===== src/rtl/sap_pkg.sv =====
// Shared constants for the SAP core: opcodes, machine states, microstep sizing.
package sap_pkg;

  localparam int STEP_W = 3;

  localparam logic [3:0] OP_NOP = 4'h0;
  localparam logic [3:0] OP_LDA = 4'h1;
  localparam logic [3:0] OP_ADD = 4'h2;
  localparam logic [3:0] OP_SUB = 4'h3;
  localparam logic [3:0] OP_STA = 4'h4;
  localparam logic [3:0] OP_LDI = 4'h5;
  localparam logic [3:0] OP_JMP = 4'h6;
  localparam logic [3:0] OP_JC  = 4'h7;
  localparam logic [3:0] OP_JZ  = 4'h8;
  localparam logic [3:0] OP_OUT = 4'hE;
  localparam logic [3:0] OP_HLT = 4'hF;

  // Final microstep of each instruction; fetch is T0/T1 for all of them.
  localparam logic [STEP_W-1:0] LAST_SHORT = 3'd2;
  localparam logic [STEP_W-1:0] LAST_MEM   = 3'd3;
  localparam logic [STEP_W-1:0] LAST_ALU   = 3'd4;

  typedef enum logic [1:0] {
    ST_IDLE = 2'd0,
    ST_RUN  = 2'd1,
    ST_HALT = 2'd2
  } state_t;

  // Undefined opcodes fall into the short (NOP-like) class.
  function automatic logic [STEP_W-1:0] last_step(input logic [3:0] op);
    case (op)
      OP_LDA, OP_STA: last_step = LAST_MEM;
      OP_ADD, OP_SUB: last_step = LAST_ALU;
      default:        last_step = LAST_SHORT;
    endcase
  endfunction

endpackage


===== src/rtl/sap_ram.sv =====
// Program/data RAM: one synchronous write port, one asynchronous read port.
module sap_ram #(
  parameter int DW = 8,
  parameter int AW = 4
) (
  input  logic          clk,
  input  logic          we,
  input  logic [AW-1:0] waddr,
  input  logic [DW-1:0] wdata,
  input  logic [AW-1:0] raddr,
  output logic [DW-1:0] rdata
);

  logic [DW-1:0] mem [2**AW];

  // Write on the clock edge; contents survive reset.
  always_ff @(posedge clk) begin
    if (we) mem[waddr] <= wdata;
  end

  assign rdata = mem[raddr];

endmodule


===== src/rtl/sap_core_p.sv =====
// SAP computer core: fetch/execute microsequencer, A/B/flags, output register,
// with an external program-load port sharing the RAM write port.
module sap_core_p
  import sap_pkg::*;
#(
  parameter int DW = 8,
  parameter int AW = 4
) (
  input  logic          clk,
  input  logic          reset,
  input  logic          start,
  input  logic          prog_we,
  input  logic [AW-1:0] prog_addr,
  input  logic [DW-1:0] prog_data,
  output logic [DW-1:0] out,
  output logic          out_valid,
  output logic          busy,
  output logic          halted,
  output logic [AW-1:0] pc,
  output logic          carry_flag,
  output logic          zero_flag
);

  state_t              state, state_nx;
  logic [STEP_W-1:0]   step;
  logic [AW-1:0]       mar;
  logic [DW-1:0]       ir, a, b;
  logic [DW-1:0]       ram_rdata;
  logic                ram_we;
  logic [AW-1:0]       ram_waddr;
  logic [DW-1:0]       ram_wdata;
  logic [3:0]          op;
  logic [AW-1:0]       addr;
  logic [DW-1:0]       imm;
  logic [DW:0]         alu;
  logic                run, start_ok, exec;

  assign op       = ir[DW-1:DW-4];
  assign addr     = ir[AW-1:0];
  assign imm      = {4'b0, ir[DW-5:0]};
  assign run      = (state == ST_RUN);
  assign start_ok = start && !run;
  assign exec     = run && (step >= 3'd2);
  assign busy     = run;
  assign halted   = (state == ST_HALT);

  // Add, or subtract as A + ~B + 1 so the carry out means "no borrow".
  assign alu = (op == OP_SUB) ? ({1'b0, a} + {1'b0, ~b} + {{DW{1'b0}}, 1'b1})
                              : ({1'b0, a} + {1'b0, b});

  // RAM write port belongs to the loader outside RUN and to STA T3 inside it.
  always_comb begin
    ram_we    = 1'b0;
    ram_waddr = prog_addr;
    ram_wdata = prog_data;
    if (!run) begin
      ram_we = prog_we;
    end else if (op == OP_STA && step == 3'd3) begin
      ram_we    = 1'b1;
      ram_waddr = mar;
      ram_wdata = a;
    end
  end

  sap_ram #(.DW(DW), .AW(AW)) u_ram (
    .clk   (clk),
    .we    (ram_we),
    .waddr (ram_waddr),
    .wdata (ram_wdata),
    .raddr (mar),
    .rdata (ram_rdata)
  );

  // Machine state register.
  always_ff @(posedge clk or posedge reset) begin
    if (reset) state <= ST_IDLE;
    else       state <= state_nx;
  end

  // Next state: start leaves IDLE/HALT, HLT T2 leaves RUN.
  always_comb begin
    state_nx = state;
    if (start_ok)
      state_nx = ST_RUN;
    else if (exec && step == 3'd2 && op == OP_HLT)
      state_nx = ST_HALT;
  end

  // Microsequenced datapath.
  always_ff @(posedge clk or posedge reset) begin
    if (reset) begin
      pc         <= '0;
      mar        <= '0;
      ir         <= '0;
      a          <= '0;
      b          <= '0;
      out        <= '0;
      out_valid  <= 1'b0;
      carry_flag <= 1'b0;
      zero_flag  <= 1'b0;
      step       <= '0;
    end else begin
      out_valid <= 1'b0;
      if (start_ok) begin
        pc   <= '0;
        step <= '0;
      end else if (run) begin
        case (step)
          3'd0: begin
            mar  <= pc;
            step <= 3'd1;
          end
          3'd1: begin
            ir   <= ram_rdata;
            pc   <= pc + 1'b1;
            step <= 3'd2;
          end
          default: begin
            step <= (step == last_step(op)) ? '0 : step + 1'b1;
            case (op)
              OP_LDA, OP_STA: begin
                if (step == 3'd2) mar <= addr;
                if (step == 3'd3 && op == OP_LDA) a <= ram_rdata;
              end
              OP_ADD, OP_SUB: begin
                if (step == 3'd2) mar <= addr;
                if (step == 3'd3) b <= ram_rdata;
                if (step == 3'd4) begin
                  a          <= alu[DW-1:0];
                  carry_flag <= alu[DW];
                  zero_flag  <= (alu[DW-1:0] == '0);
                end
              end
              OP_LDI: a  <= imm;
              OP_JMP: pc <= addr;
              OP_JC:  if (carry_flag) pc <= addr;
              OP_JZ:  if (zero_flag)  pc <= addr;
              OP_OUT: begin
                out       <= a;
                out_valid <= 1'b1;
              end
              default: ;
            endcase
          end
        endcase
      end
    end
  end

endmodule


===== config.mk =====
export PLATFORM = sky130hd
export DESIGN_NAME = sap_core_p
export DESIGN_NICKNAME = d
export VERILOG_FILES = /design/src/rtl/sap_pkg.sv /design/src/rtl/sap_ram.sv /design/src/rtl/sap_core_p.sv
export SDC_FILE = /design/constraint.sdc
export NUM_CORES = 1
export LEC_CHECK = 0
export CORE_ASPECT_RATIO = 0.75
export CORE_MARGIN = 2
export CORE_UTILIZATION = 36
export CTS_CLUSTER_DIAMETER = 40
export DETAILED_ROUTE_END_ITERATION = 10
export GPL_TIMING_DRIVEN = 0
export PLACE_DENSITY = 0.63
export SLEW_MARGIN = 40
export SYNTH_ARGS = -nofsm -noshare
export SYNTH_HDL_FRONTEND = slang
export SYNTH_SLANG_ARGS = --single-unit

===== constraint.sdc =====
create_clock -name clk -period 2.95 [get_ports clk]
set_input_delay 0.59 -clock clk [delete_from_list [all_inputs] [get_ports clk]]
set_output_delay 0.59 -clock clk [all_outputs]
set_load 0.05 [all_outputs]

=== Word level (Yosys, flattened, before mapping) ===
Memory sizes are Yosys's and may differ from the RTL's.
Cells that the tools add are included.

* Equal/unequal tests: 22
* $add $sub $neg: 5
* Mux-type cells: 35
* Bitwise logic cells: 4
* $lt $le $gt $ge: 1
* Reduce and logical (&&, ||, !) cells: 26

{| class="wikitable"
|+ Operators with widths
! operator !! number
|-
| 4-bit 2-to-1 mux || 8
|-
| 8-bit 2-to-1 mux || 4
|-
| 8-bit case mux with 3 select lines || 1
|-
| 5-bit AND reduction || 4
|-
| 8-bit by 8-bit adder with 9-bit output || 2
|-
| 3-bit 2-to-1 mux || 6
|-
| 4-bit by 3-bit == test with 1-bit output, second input constant || 4
|-
| 4-bit case mux with 2 select lines || 2
|-
| 4-bit == test, second input constant || 3
|-
| 3-bit case mux with 2 select lines || 2
|-
| 4-bit case mux with 3 select lines || 1
|-
| 9-bit by 1-bit adder with 9-bit output, second input constant || 1
|-
| 9-bit 2-to-1 mux || 1
|-
| 4-bit by 2-bit == test with 1-bit output, second input constant || 2
|-
| 8-bit logical NOT || 1
|-
| 1-bit 2-to-1 mux || 8
|-
| 8-bit NOT || 1
|-
| 2-bit nonzero test || 4
|-
| 3-bit by 2-bit == test with 1-bit output, second input constant || 2
|-
| 1-bit logical AND || 6
|-
| 2-bit inequality test, second input constant || 3
|-
| 6-bit AND reduction || 1
|-
| 2-bit OR reduction || 3
|-
| 5-bit nonzero test || 1
|-
| 19 further kinds || 22
|}

* Logic and storage cells: 105
* Memories: 1
* RAM bits: 128
* Register bits after elaboration: 48
* Output and inout bits: 17
* Input port bits: 16

{| class="wikitable"
|+ Memory list
! name !! depth !! bits a word !! read ports !! clocked after memory_dff !! write ports !! line !! text
|-
| u_ram.mem || 16 || 8 || 1 || 0 || 1 || sap_ram.sv:14 || <nowiki>logic [DW-1:0] mem [2**AW];</nowiki>
|}

=== Logic depth before layout (Yosys ltp) ===
* Depth in word-level cells: 11
* Mapped depth: 10
* Depth with buffers taken out: 10

=== By module ===
From an unflattened synthesis, not the netlist that was laid out.

* Cell total of the unflattened synthesis: 553
* Area, all modules: 8235.4 um^2

{| class="wikitable"
|+ Modules (own cells, without submodules)
! module !! area an instance (um^2) !! instances !! sequential area each (um^2) !! cells an instance
|-
| sap_ram || 4987.3 || 1 || 3843.7 || 221
|-
| sap_core_p || 3248.1 || 1 || 1201.2 || 332
|}

=== Least setup slack after synthesis ===
No wires, ideal clock.

* Kind: register to register
* Start point: reg state[0]
* End point: mem u_ram.mem[0][0] (data pin)
* Path buffers: 2
* Stages on the path, launching flop included: 8
* Clock period less this slack: 2552 ps
* Arrival time: 2222 ps
* Slack: 398 ps
* Library setup time: 330 ps
* Required time: 2620 ps
* Path through: dfrtp_1 nand2_1 clkinv_1 nand4_1 buf_1 clkbuf_1 nand2_1 o21ai_0

* Word-level cells in the longest chain between the ends: 2

{| class="wikitable"
|+ Ends and longest elaborated chain
! what !! line !! text
|-
| start: declaration || sap_core_p.sv:24 || <nowiki>state_t state, state_nx;</nowiki>
|-
| start signal: assignment || sap_core_p.sv:77 || <nowiki>else state <= state_nx;</nowiki>
|-
| 2-bit by 1-bit == test with 1-bit output || sap_core_p.sv:41 || <nowiki>assign run = (state == ST_RUN);</nowiki>
|-
| net busy || sap_core_p.sv:17 || <nowiki>output logic busy,</nowiki>
|-
| 8-bit 2-to-1 mux || sap_core_p.sv:56 || <nowiki>if (!run) begin</nowiki>
|-
| net ram_wdata[0] || sap_core_p.sv:31 || <nowiki>logic [DW-1:0] ram_wdata;</nowiki>
|-
| end: declaration || sap_ram.sv:14 ||
|}

The timed path passes the listed nets, and every way through them passes these cells.

=== Worst setup path in the final report ===
* Start point: reg step[2]
* End point: mem u_ram.mem[1][3] (enable)

* Word-level cells in the longest chain between the ends: 6
* Elaborated cells between the ends (all ways): 8
* Those cells by class: eq/ne (1); mux (6); reduce/logical (1)

{| class="wikitable"
|+ Ends and longest elaborated chain
! what !! line !! text
|-
| start: declaration || sap_core_p.sv:25 || <nowiki>logic [STEP_W-1:0] step;</nowiki>
|-
| start signal: assignment || sap_core_p.sv:119 || <nowiki>step <= (step == last_step(op)) ? '0 : step + 1'b1;</nowiki>
|-
| 3-bit by 2-bit == test with 1-bit output (*) || sap_core_p.sv:58 || <nowiki>end else if (op == OP_STA && step == 3'd3) begin</nowiki>
|-
| 1-bit logical AND (*) || sap_core_p.sv:58 ||
|-
| 1-bit 2-to-1 mux || sap_core_p.sv:58 ||
|-
| 1-bit 2-to-1 mux || sap_core_p.sv:56 ||
|-
| 1-bit 2-to-1 mux || sap_ram.sv:18 || <nowiki>if (we) mem[waddr] <= wdata;</nowiki>
|-
| 1-bit 2-to-1 mux (not written as such) || sap_ram.sv:18 ||
|}

Every way passes the cells marked *; elsewhere a longest branch is shown, timed or not.

==> impl_metrics.env <==
export IMPL_crit_path_start_kind="register"
export IMPL_numCtsBuffers=17
export IMPL_grt_pass1_vias=5104
export IMPL_nets=670
export IMPL_stdcell_area_sq_mm=0.009594
export IMPL_yosysSeqAreaShare_pct=61.25
export IMPL_yosysMostFrequentCell="edfxtp_1"
export IMPL_clkSlewWorstSetupHoldPaths_ps=70
export IMPL_final_util_pct=43.05
export IMPL_hold_class="in2async"
export IMPL_synth_top_cell_by_area="edfxtp_1"
export IMPL_instances_no_fill=936
export IMPL_cts_htree_levels=4
export IMPL_tritoncts_num_sinks=176
export IMPL_vias=5235
export IMPL_crit_path_cell_trace="buf_2, clkinv_1, ha_1, nand4_1, buf_1, a31oi_1, nor2_2"
export IMPL_grt_antenna_before_repair=0
export IMPL_fillCellCount=1988
export IMPL_drive_gt1_share_pct=18.38
export IMPL_vdd_drop_max_mv=0.4556
export IMPL_drc=0
export IMPL_failed_checks="negative setup slack"
export IMPL_p_int_w=0.005643
export IMPL_post_cts_resized=3
export IMPL_grt_max_degree=41
export IMPL_crit_slowest_cell="nor2_2"
export IMPL_power_density_mw_per_mm2=961.1
export IMPL_cpPeakStageDelay_ps=610
export IMPL_criticalPathCategory="reg2reg"
export IMPL_dp_cells=904
export IMPL_synth_nets=618
export IMPL_dieHeight_um=135.0
export IMPL_drt_total_wl_mm=20.63
export IMPL_dieWidth_um=178.7
export IMPL_io_pins=33
export IMPL_rsz0062_at_grt="yes"
export IMPL_hold_buffers=0
export IMPL_multi_input_area_sq_mm=0.002999
export IMPL_postSynth_asyncResetShare_pct=27.27
export IMPL_place_congestion=0.9052
export IMPL_coreArea_sq_mm=0.02229
export IMPL_fmax_mhz=337.9
export IMPL_setup_slack_ps=-9.164
export IMPL_switching_share_pct=38.80
export IMPL_seqCellArea_sq_mm=0.005045
export IMPL_place_worst_setup_slack_ps=-51.42
export IMPL_die_area_sq_mm=0.02412
export IMPL_diodes=0
export IMPL_fin_crit_sh_pct=100.3
export IMPL_clkPwrFrac_pct=23.9
export IMPL_worstPathRequired_ps=3020
export IMPL_status="finished with violations"
export IMPL_synth_top_area_share_pct=46.67
export IMPL_postCtsSetupBuffers=0
export IMPL_dp_hpwl_mm=14.50
export IMPL_drv_slew=0
export IMPL_seqPwrFrac_pct=35.0
export IMPL_synth_area_leaders="edfxtp_1, dfrtp_1, mux4_2"
export IMPL_grtUsageTotal_pct=17.45
export IMPL_period_needed_ps=2959
export IMPL_insertion_delay_ps=440
export IMPL_grt_overflow_total=0
export IMPL_postSynthAreaPerCell_sq_um=14.27
export IMPL_skew_ps=9.928
export IMPL_drt_iter0_markers=707
export IMPL_synthToLayoutAreaGrowth_pct=16.48
export IMPL_slew_headroom_pct=43.98
export IMPL_cts_tree="yes"
export IMPL_cts_root_buf="clkbuf_16"
export IMPL_combPwrFrac_pct=41.1
export IMPL_dr_pass1_iters=7
export IMPL_ys_flop_type="edfxtp_1"
export IMPL_p_sw_w=0.003578
export IMPL_vias_per_cell=5.593
export IMPL_cap_viol_max_count=0
export IMPL_yosysUniqueCellTypes=63
export IMPL_leakage_nw=3.460
export IMPL_crit_path_end_kind="register"
export IMPL_hold_viol_final=0
export IMPL_netlist_area_sq_mm=0.008237
export IMPL_io_buffers=32
export IMPL_r2r_slack_ps=-9
export IMPL_synth_top_cells_by_count="edfxtp_1, nand2_1, dfrtp_1, nor2_1, inv_1"
export IMPL_worst_path_max_fanout=10
export IMPL_synthesis_instances=577
export IMPL_ys_ff_latch=176
export IMPL_worst_pin_slew_ps=838.2
export IMPL_place_area_sq_mm=0.008984
export IMPL_synth_edf_count=128
export IMPL_arrival_ps=3030
export IMPL_clock_path_buffers=2
export IMPL_ant_nets=0
export IMPL_start_util_pct=36.96
export IMPL_p_total_w=0.009221
export IMPL_report_final_setup_viol=8
export IMPL_grt_pass1_wl_mm=30.68
export IMPL_placementRows=47
export IMPL_yosysWarnings=0
export IMPL_wl_per_cell_um=22.04
==> layout make-up <==
type,count,area share (%)
plain buffers,28,1.669
clock buffers,17,4.434
clock inverters,15,1.474
inverters,30,1.200
multi-input cells,343,31.26
flip-flops and latches,176,52.58
well taps,294,3.834
repair buffers,33,3.547
==> through the flow <==
stage / hold slack, ps / TNS [ps]
3_5_place_dp: 483.1 / -903.4
3_3_place_gp: 468.6 / -9483
2_1_floorplan: 466.9 / 0
4_1_cts: 392.3 / 0
5_1_grt: 400.2 / -5819
6_report: 396.0 / -57.59
==> final timing paths <==
path                       cells past startpoint               to  startpoint
hold / removal                                 2          step[2]       reset
setup / recovery                               7  u_ram.mem[1][3]     step[2]
setup reg to reg                               7  u_ram.mem[1][3]     step[2]
hold reg to reg                                2           out[0]      out[0]
min in group clk                               2           out[0]      out[0]
max in group asynchronous                      3            ir[0]       reset
==> worst max-delay path, delay by kind of cell, from the launching register on <==
kind	cells	cell delay (ps)
flops	1	320
simple gates	2	760
buf+inv	3	860
fa+ha+maj	1	320
compound gates	1	330
==> logic make-up (layout without fill, tap and decap cells) <==
logic type	count (synthesis)	count (layout)	share of synthesized area [%]
adders and majority gates	25	25	3.980
DFF	176	176	61.25
buffers and inverters	58	123	3.296
muxes	63	63	14.42
AOI/OAI and AO/OA	92	92	7.686
and+or+nand+nor	154	154	8.416
xor gates and xnor gates	9	9	0.9571
==> power groups by stage <==
stage               Clock (W)  Combinational (W)  Sequential [W]
floorplan                   0            0.00246         0.00342
global placement            0            0.00362         0.00326
detailed placement          0            0.00372         0.00327
CTS                   0.00221            0.00375         0.00322
global route          0.00232            0.00408         0.00326
finish                0.00220            0.00379         0.00323
==> placed cells by master, fill, tap and decap left out, types with 16 or more instances in the layout <==
cell             synthesis  layout
mux4_2                  26      26
nand2_1                 70      70
o21ai_0                 26      23
mux2_2                  16      16
nor2_1                  41      25
ha_1                    23      23
clkdlybuf4s50_1          0      32
clkbuf_16                0      17
edfxtp_1               128     128
inv_1                   28      27
dfrtp_1                 48      48
==> routing by layer <==
layer / GRT usage [%] / up-vias / wire, um
met5: 0 / - / 0
met4: 4.065 / 0 / 226
met1: 26.49 / 2690 / 9955
met3: 4.307 / 18 / 1467
met2: 25.16 / 221 / 8981
li1: - / 2306 / -
==> flip-flops by register name, summed over array words and instances (netlist names), 2 cells and up <==
register,count
a,8
b,8
ir,8
mar,4
out,8
pc,4
state,2
step,3
u_ram.mem,128
(Power assumes the default switching activity.)
